**config.mk**
```make
export PLATFORM = sky130hd
export DESIGN_NAME = uart_tx_sched
export DESIGN_NICKNAME = d
export VERILOG_FILES = /design/src/rtl/uart_tx_sched.sv
export SDC_FILE = /design/constraint.sdc
export NUM_CORES = 1
export LEC_CHECK = 0
export CAP_MARGIN = 20
export CELL_PAD_IN_SITES_DETAIL_PLACEMENT = 0
export CELL_PAD_IN_SITES_GLOBAL_PLACEMENT = 2
export CORE_MARGIN = 1.5
export CORE_UTILIZATION = 31
export DETAILED_ROUTE_END_ITERATION = 10
export GPL_ROUTABILITY_DRIVEN = 0
export PLACE_DENSITY = 0.92
export SETUP_SLACK_MARGIN = 0.2
export SLEW_MARGIN = 20
export SYNTH_ARGS = -nofsm -noshare
export SYNTH_HDL_FRONTEND = slang
export SYNTH_SLANG_ARGS = --single-unit
```
**constraint.sdc**
```tcl
create_clock -name clk -period 2.5 [get_ports clk]
set_input_delay 0.375 -clock clk [delete_from_list [all_inputs] [get_ports clk]]
set_output_delay 0.375 -clock clk [all_outputs]
set_load 0.005 [all_outputs]
```
**src/rtl/uart_tx_sched.sv**
```systemverilog
// uart_tx_sched
//   Round-robin scheduler sharing one UART transmitter host port between
//   NUM_REQ byte requesters, and owner of the UART configuration registers.
//   New configuration is staged in shadow registers and applied only while
//   idle, so a frame is never sent with mixed settings.
//
// Ports
//   clk, rst_n         system clock (rising edge), async active-low reset
//   req_valid/req_data per-requester byte handshake (byte i at [8i+7:8i])
//   req_ready          one-hot acceptance pulse (combinational)
//   grant_id           index of the last accepted requester
//   host_tx_data/en    byte and one-cycle start pulse to the UART core
//   host_tx_busy       UART core busy indication
//   cfg_wr, cfg_*      configuration write strobe and new values
//   cfg_pending        a configuration write is waiting to be applied
//   baud_div, parity_cfg, loopback_en   applied configuration
//   timeout_err        one-cycle pulse: the core never went busy
module uart_tx_sched #(
    parameter int unsigned NUM_REQ        = 4,
    parameter int unsigned BUSY_TIMEOUT   = 64,
    parameter logic [15:0] RESET_BAUD_DIV = 16'd868
) (
    input  logic                 clk,
    input  logic                 rst_n,
    input  logic [NUM_REQ-1:0]   req_valid,
    input  logic [8*NUM_REQ-1:0] req_data,
    output logic [NUM_REQ-1:0]   req_ready,
    output logic [2:0]           grant_id,
    output logic [7:0]           host_tx_data,
    output logic                 host_tx_en,
    input  logic                 host_tx_busy,
    input  logic                 cfg_wr,
    input  logic [15:0]          cfg_baud_div,
    input  logic [1:0]           cfg_parity,
    input  logic                 cfg_loopback,
    output logic                 cfg_pending,
    output logic [15:0]          baud_div,
    output logic [1:0]           parity_cfg,
    output logic                 loopback_en,
    output logic                 timeout_err
);

    localparam int unsigned CNT_W = $clog2(BUSY_TIMEOUT + 1);

    typedef enum logic [1:0] {
        IDLE,
        ISSUE,
        WAIT_BUSY,
        WAIT_DONE
    } state_t;

    state_t             state;
    state_t             state_nxt;
    logic [2:0]         ptr;
    logic [CNT_W-1:0]   busy_cnt;

    logic [15:0]        shadow_baud;
    logic [1:0]         shadow_parity;
    logic               shadow_loopback;

    logic               any_valid;
    logic [2:0]         sel;
    logic [7:0]         sel_data;
    logic [NUM_REQ-1:0] sel_onehot;
    logic               grant_ok;
    logic               cfg_apply;
    logic               timed_out;

    // Round-robin search starting at ptr+1. Offsets are scanned from the
    // farthest to the nearest so the nearest valid requester is written last.
    always_comb begin
        any_valid  = 1'b0;
        sel        = '0;
        sel_data   = '0;
        sel_onehot = '0;
        for (int unsigned i = NUM_REQ; i > 0; i--) begin
            for (int unsigned j = 0; j < NUM_REQ; j++) begin
                if (req_valid[j] && (j == (32'(ptr) + i) % NUM_REQ)) begin
                    any_valid  = 1'b1;
                    sel        = 3'(j);
                    sel_data   = req_data[8*j +: 8];
                    sel_onehot = NUM_REQ'(1) << j;
                end
            end
        end
    end

    // A pending configuration takes the idle cycle; no grant is issued then.
    assign cfg_apply = (state == IDLE) && cfg_pending;
    assign grant_ok  = (state == IDLE) && !cfg_pending && any_valid;
    assign req_ready = grant_ok ? sel_onehot : '0;
    assign timed_out = (state == WAIT_BUSY) && !host_tx_busy &&
                       (busy_cnt == CNT_W'(BUSY_TIMEOUT - 1));

    always_comb begin
        state_nxt = state;
        case (state)
            IDLE:      if (grant_ok) state_nxt = ISSUE;
            ISSUE:     state_nxt = WAIT_BUSY;
            WAIT_BUSY: begin
                if (host_tx_busy)   state_nxt = WAIT_DONE;
                else if (timed_out) state_nxt = IDLE;
            end
            WAIT_DONE: if (!host_tx_busy) state_nxt = IDLE;
            default:   state_nxt = IDLE;
        endcase
    end

    always_ff @(posedge clk or negedge rst_n) begin
        if (!rst_n) state <= IDLE;
        else        state <= state_nxt;
    end

    // Host-side datapath. host_tx_en is high exactly in ISSUE, i.e. the
    // cycle after a grant.
    always_ff @(posedge clk or negedge rst_n) begin
        if (!rst_n) begin
            host_tx_en   <= 1'b0;
            host_tx_data <= '0;
            grant_id     <= '0;
            ptr          <= 3'(NUM_REQ - 1);
            busy_cnt     <= '0;
            timeout_err  <= 1'b0;
        end else begin
            host_tx_en  <= grant_ok;
            timeout_err <= timed_out;
            if (grant_ok) begin
                host_tx_data <= sel_data;
                grant_id     <= sel;
                ptr          <= sel;
            end
            if (state == ISSUE)
                busy_cnt <= '0;
            else if (state == WAIT_BUSY && !host_tx_busy && !timed_out)
                busy_cnt <= busy_cnt + 1'b1;
        end
    end

    // Shadow capture and idle-time apply. A write landing on an apply edge
    // refills the shadow and keeps cfg_pending set for the next idle cycle.
    always_ff @(posedge clk or negedge rst_n) begin
        if (!rst_n) begin
            shadow_baud     <= RESET_BAUD_DIV;
            shadow_parity   <= '0;
            shadow_loopback <= 1'b0;
            cfg_pending     <= 1'b0;
            baud_div        <= RESET_BAUD_DIV;
            parity_cfg      <= '0;
            loopback_en     <= 1'b0;
        end else begin
            if (cfg_apply) begin
                baud_div    <= shadow_baud;
                parity_cfg  <= shadow_parity;
                loopback_en <= shadow_loopback;
            end
            if (cfg_wr) begin
                shadow_baud     <= cfg_baud_div;
                shadow_parity   <= cfg_parity;
                shadow_loopback <= cfg_loopback;
                cfg_pending     <= 1'b1;
            end else if (cfg_apply) begin
                cfg_pending <= 1'b0;
            end
        end
    end

endmodule

```
Yosys cells after proc, flatten, opt, wreduce, memory -nomap -nowiden
Cells that the tools add are included.

Equal/unequal tests: 19. Reductions and logical operators: 33. Multiplexer cells: 73. Add/sub/neg operators: 5.

Operator list (number): logical NOT 32 bit (4); 2-to-1 mux 8 bit (16); 2-to-1 mux 4 bit (15); 2-to-1 mux 3 bit (14); logical AND 1 bit (22); 2-to-1 mux 1 bit (20); equality test 2 bit (first input constant) (8); 2-to-1 mux 7 bit (2); 2-to-1 mux 2 bit (5); equality test 1 x 2 -> 1 bit (first input constant) (4); one-hot mux 2 bit (4 select lines) (1); adder 7 x 1 -> 7 bit (second input constant) (1); equality test 7 x 6 -> 1 bit (second input constant) (1); adder 2 x 1 -> 2 bit (second input constant) (2); adder 2 bit (second input constant) (2); equality test 2 bit (second input constant) (2); != test 2 bit (second input constant) (2); nonzero test 2 bit (2); logical NOT 1 bit (3); != test 3 bit (second input constant) (1); AND reduction 3 bit (1); equality test 2 x 1 -> 1 bit (second input constant) (1); logical NOT 2 bit (1).

Word-level logic and storage cells: 144. Output and inout port bits: 37. Input port bits: 59. Flip-flop bits (word level): 63.

Longest topological paths before layout
Depth after elaboration: 22. Gate-level depth with buffers: 8. Mapped depth without buffers: 6.

Worst setup path after synthesis
No wires, ideal clock.

Path kind: reg-to-output. From: reg ptr[1]. To: out req_ready[3]. Arrival time: 1480 ps. Setup slack: 645 ps. Cell stages (with the launch flop): 8. Required time: 2125 ps. Path through: dfstp_2 buf_2 buf_2 buf_2 buf_2 a21oi_1 o21ai_0 a21oi_1.

Word-level cells in the longest chain between the ends: 21. Elaborated cells between the ends (all ways): 67. Those cells by class: add/sub (4); eq/ne (12); mux (30); reduce/logical (21).

RTL lines: from (decl) (RTL line 54) `logic [2:0] ptr;`; from (signal assigned) (RTL line 121) `ptr <= 3'(NUM_REQ - 1);`; from (signal assigned) (RTL line 130) `ptr <= sel;`; adder 2 x 1 -> 2 bit (RTL line 78) `if (req_valid[j] && (j == (32'(ptr) + i) % NUM_REQ)) begin`; logical NOT 32 bit (RTL line 78); logical AND 1 bit (RTL line 78); 2-to-1 mux 1 bit (16 in a row) (RTL line 78); logical AND 1 bit (RTL line 90) `assign grant_ok = (state == IDLE) && !cfg_pending && any_valid;`; 2-to-1 mux 4 bit * (RTL line 91) `assign req_ready = grant_ok ? sel_onehot : '0;`; to (decl) (RTL line 27) `output logic [NUM_REQ-1:0] req_ready,`.

Every way passes the cells marked *; elsewhere a longest branch is shown, timed or not.

Worst setup path after layout
From: in req_valid[0]. To: out req_ready[2].

Word-level cells in the longest chain between the ends: 19. Elaborated cells between the ends (all ways): 34. Those cells by class: mux (29); reduce/logical (5).

RTL lines: from (decl) (RTL line 25) `input logic [NUM_REQ-1:0] req_valid,`; logical AND 1 bit (RTL line 78); 2-to-1 mux 1 bit (12 in a row) (RTL line 78); 2-to-1 mux 1 bit * (4 in a row) (RTL line 78); logical AND 1 bit * (RTL line 90); net grant_ok (RTL line 65) `logic grant_ok;`; 2-to-1 mux 4 bit * (RTL line 91).

Mark *: on every way through the listed nets, which the timed path passes. The rest lies on a longest branch.

==> impl_metrics.yaml <==
global_routing:
  grt_pass1_wl_um: 22020
  globalRouteOverflowTotal: 0
  grt_usage_pct: 19.59
  grt_max_degree: 63
  grt_pass1_vias: 4176
  antenna_found_initial: 0
setup_path:
  cp_data_required_time_ps: 2120
  worstSetupPathType: "in -> out"
  r2r_start: "ptr[0]"
  cp_top_family: "buffers and inverters"
  r2r_cells: 8
  path_depth: 6
  max_stage_delay_ps: 480
  worstPathCellList: "clkdlybuf4s50_1, or4_4, nand2_4, inv_2, and3_1, dlygate4sd2_1"
  rrSetupSlack_ps: 300
  rr_endpoint: "host_tx_data[4]"
  worst-path-buf-inv: 3
  start_kind: "primary input"
  crit_path_end_kind: "primary output"
  path_max_fanout: 3
  critPathSlowestCell: "or4_4"
  worstPathArrival_ps: 1880
sta:
  max_slew_margin_pct: 46.35
  skew_ps: 2.765
  drv_slew: 0
  timing.final.hold_violations: 0
  worstMarginPinSlew_ps: 804.7
  final.min_clock_period_ps: 2257
  hold_ws_ps: 211.4
  fmax_mhz: 443.2
  setup_ws_ps: 243.5
  finalSetupViolations: 0
  finalCritPeriodShare_pct: 90.26
  rsz0062_at_grt: "true"
power:
  ir_drop_v: 0.0003924
  power_density_mw_per_mm2: 1046
  power_mw: 6.196
  cellLeakagePower_nw: 2.330
clock_network:
  cts_hold_buf: 0
  insertion_delay_ps: 330
  tritoncts: "done"
  cts_root_buf: "clkbuf_16"
  cts.sinks: 62
  htreeDepth: 3
  clk_pin_slew_ps: 50
  clock_path_buffers: 2
  cts_buffers: 9
detailed_routing:
  antenna_left: 0
  wirelength_um: 13930
  routedWlPerCell_um: 18.53
  viasPerCell: 5.565
  first_pass_iters: 6
  drc_errors: 0
  drt_iter0_markers: 439
  num_vias: 4185
logic_synthesis:
  async_flop_share_pct: 100.0
  synth-edff-count: 0
  synth_area_leaders: "dfrtp_1, mux2_2, dfstp_2"
  synth_top_area_cell: "dfrtp_1"
  seq_area_frac_synth_pct: 37.32
  synthDistinctLibCells: 68
  synthesis.area_mm2: 0.004198
  netlist_instances: 456
  synth_top_area_share_pct: 29.81
  syn_nets: 516
  ys_seq_elements: 62
  yosysWarnings: 0
  synth_area_per_cell_um2: 9.206
  ys.flop_type: "dfrtp_1"
final_layout:
  area_growth_pct: 41.13
  n_antenna_cell: 0
  layout.cells.non_filler: 752
  stdcell_area_mm2: 0.005924
  finalNetCount: 631
  drive_gt1_share_pct: 23.78
place:
  io_buffers: 94
  dp.cells: 728
  placed_area_mm2: 0.005482
  pre_cts_slack_ps: -112.2
  hpwl_um: 9903
floorplanning:
  die_h_um: 119.4
  dieWidth_um: 119.4
  pin_count: 96
  core_area_mm2: 0.01324
  die-area_mm2: 0.01425
  start_util_pct: 31.70
  rows: 42
min_path:
  worstHoldPathType: "in -> async"
run_status:
  outcome: "complete, no violations"
job:
  drv_cap: 0
==> worst max-delay path by stage <==
stage	end	from
6_report	req_ready[2]	req_valid[0]
3_3_place_gp	req_ready[1]	req_valid[1]
2_1_floorplan	req_ready[3]	ptr[1]
4_1_cts	host_tx_data[4]	ptr[0]
3_5_place_dp	req_ready[1]	req_valid[0]
5_1_grt	host_tx_data[4]	ptr[0]
==> state kept, by name (all words and copies together) (netlist names) <==
name	flops
host_tx_en	1
busy_cnt	7
state	2
grant_id	2
shadow_baud	16
timeout_err	1
baud_div	16
shadow_parity	2
ptr	2
host_tx_data	8
cfg_pending	1
shadow_loopback	1
loopback_en	1
parity_cfg	2
==> per-layer routing <==
metal	track usage [%]	wire, µm	vias to the layer above	part of all wire [%]
li1	-	-	1963	-
met1	26.38	6001	1986	43
met2	30.96	6594	206	47
met3	3.879	1046	30	7.5
met4	7.664	291	0	2.1
met5	0	0	-	0
==> synthesized netlist by cell type (11+ instances only) <==
cell type,instances
dfrtp_1,50
nand2_1,39
mux2_2,38
a21oi_1,31
buf_2,28
nand3_1,21
nor2_1,16
o21ai_0,15
dfstp_2,12
nand3b_1,11
o22ai_1,11
==> stage by stage <==
stage	util, %	setup TNS, ps
2_1_floorplan	-	0
6_report	44.74	0
3_5_place_dp	41.39	-243.8
4_1_cts	44.52	0
5_1_grt	44.74	0
3_3_place_gp	41.39	-213.5
==> layout make-up <==
| type | instances | area, µm² |
|---|---|---|
| timing repair buffer | 147 | 1380 |
| tap | 176 | 220.2 |
| inverter | 7 | 26.28 |
| clock buffer | 13 | 260.3 |
| clock inverter | 3 | 42.54 |
| sequential | 62 | 1567 |
| fill | 1288 | 7318 |
| multi-input combinational | 344 | 2429 |
==> cells in the final DEF (no fill, tap or decap), types with 8 or more instances in the layout <==
cell type        instances
a21o_1                   9
a21oi_1                 30
and3_1                   8
buf_4                   42
buf_6                    9
clkbuf_16                9
clkdlybuf4s50_1         86
dfrtp_1                 50
dfstp_2                 12
mux2_2                  38
nand2_1                 39
nand3_1                 21
nand3b_1                11
nor2_1                  15
nor3_1                   9
o21ai_0                 14
o22ai_1                 11
==> kinds of logic after synthesis <==
family | Yosys count | synth area share [%]
XOR/XNOR | 4 | 0.8347
buffers and inverters | 50 | 5.931
AND/OR/NAND/NOR | 162 | 22.00
AO/OA/AOI/OAI | 134 | 21.49
adder cells (fa/ha/maj) | 1 | 0.2980
flip-flops | 62 | 37.32
other | 1 | 0.08933
multiplexers | 42 | 12.04
==> what timing repair did <==
action                     CTS  global route
pin swaps                    5             1
resized for setup           23             9
setup endpoints to repair    4             5
setup buffers                6             2
gates cloned                 0             0
==> report_power, final <==
part / total [mW] / switching [mW] / leakage [nW] / internal [mW]
clock: 1.27 / 0.441 / 0.146 / 0.825
combinational: 3.32 / 1.58 / 1.45 / 1.74
sequential: 1.61 / 0.223 / 0.735 / 1.39
total: 6.20 / 2.25 / 2.33 / 3.95
No activity file was read; power rests on OpenSTA's default activity.
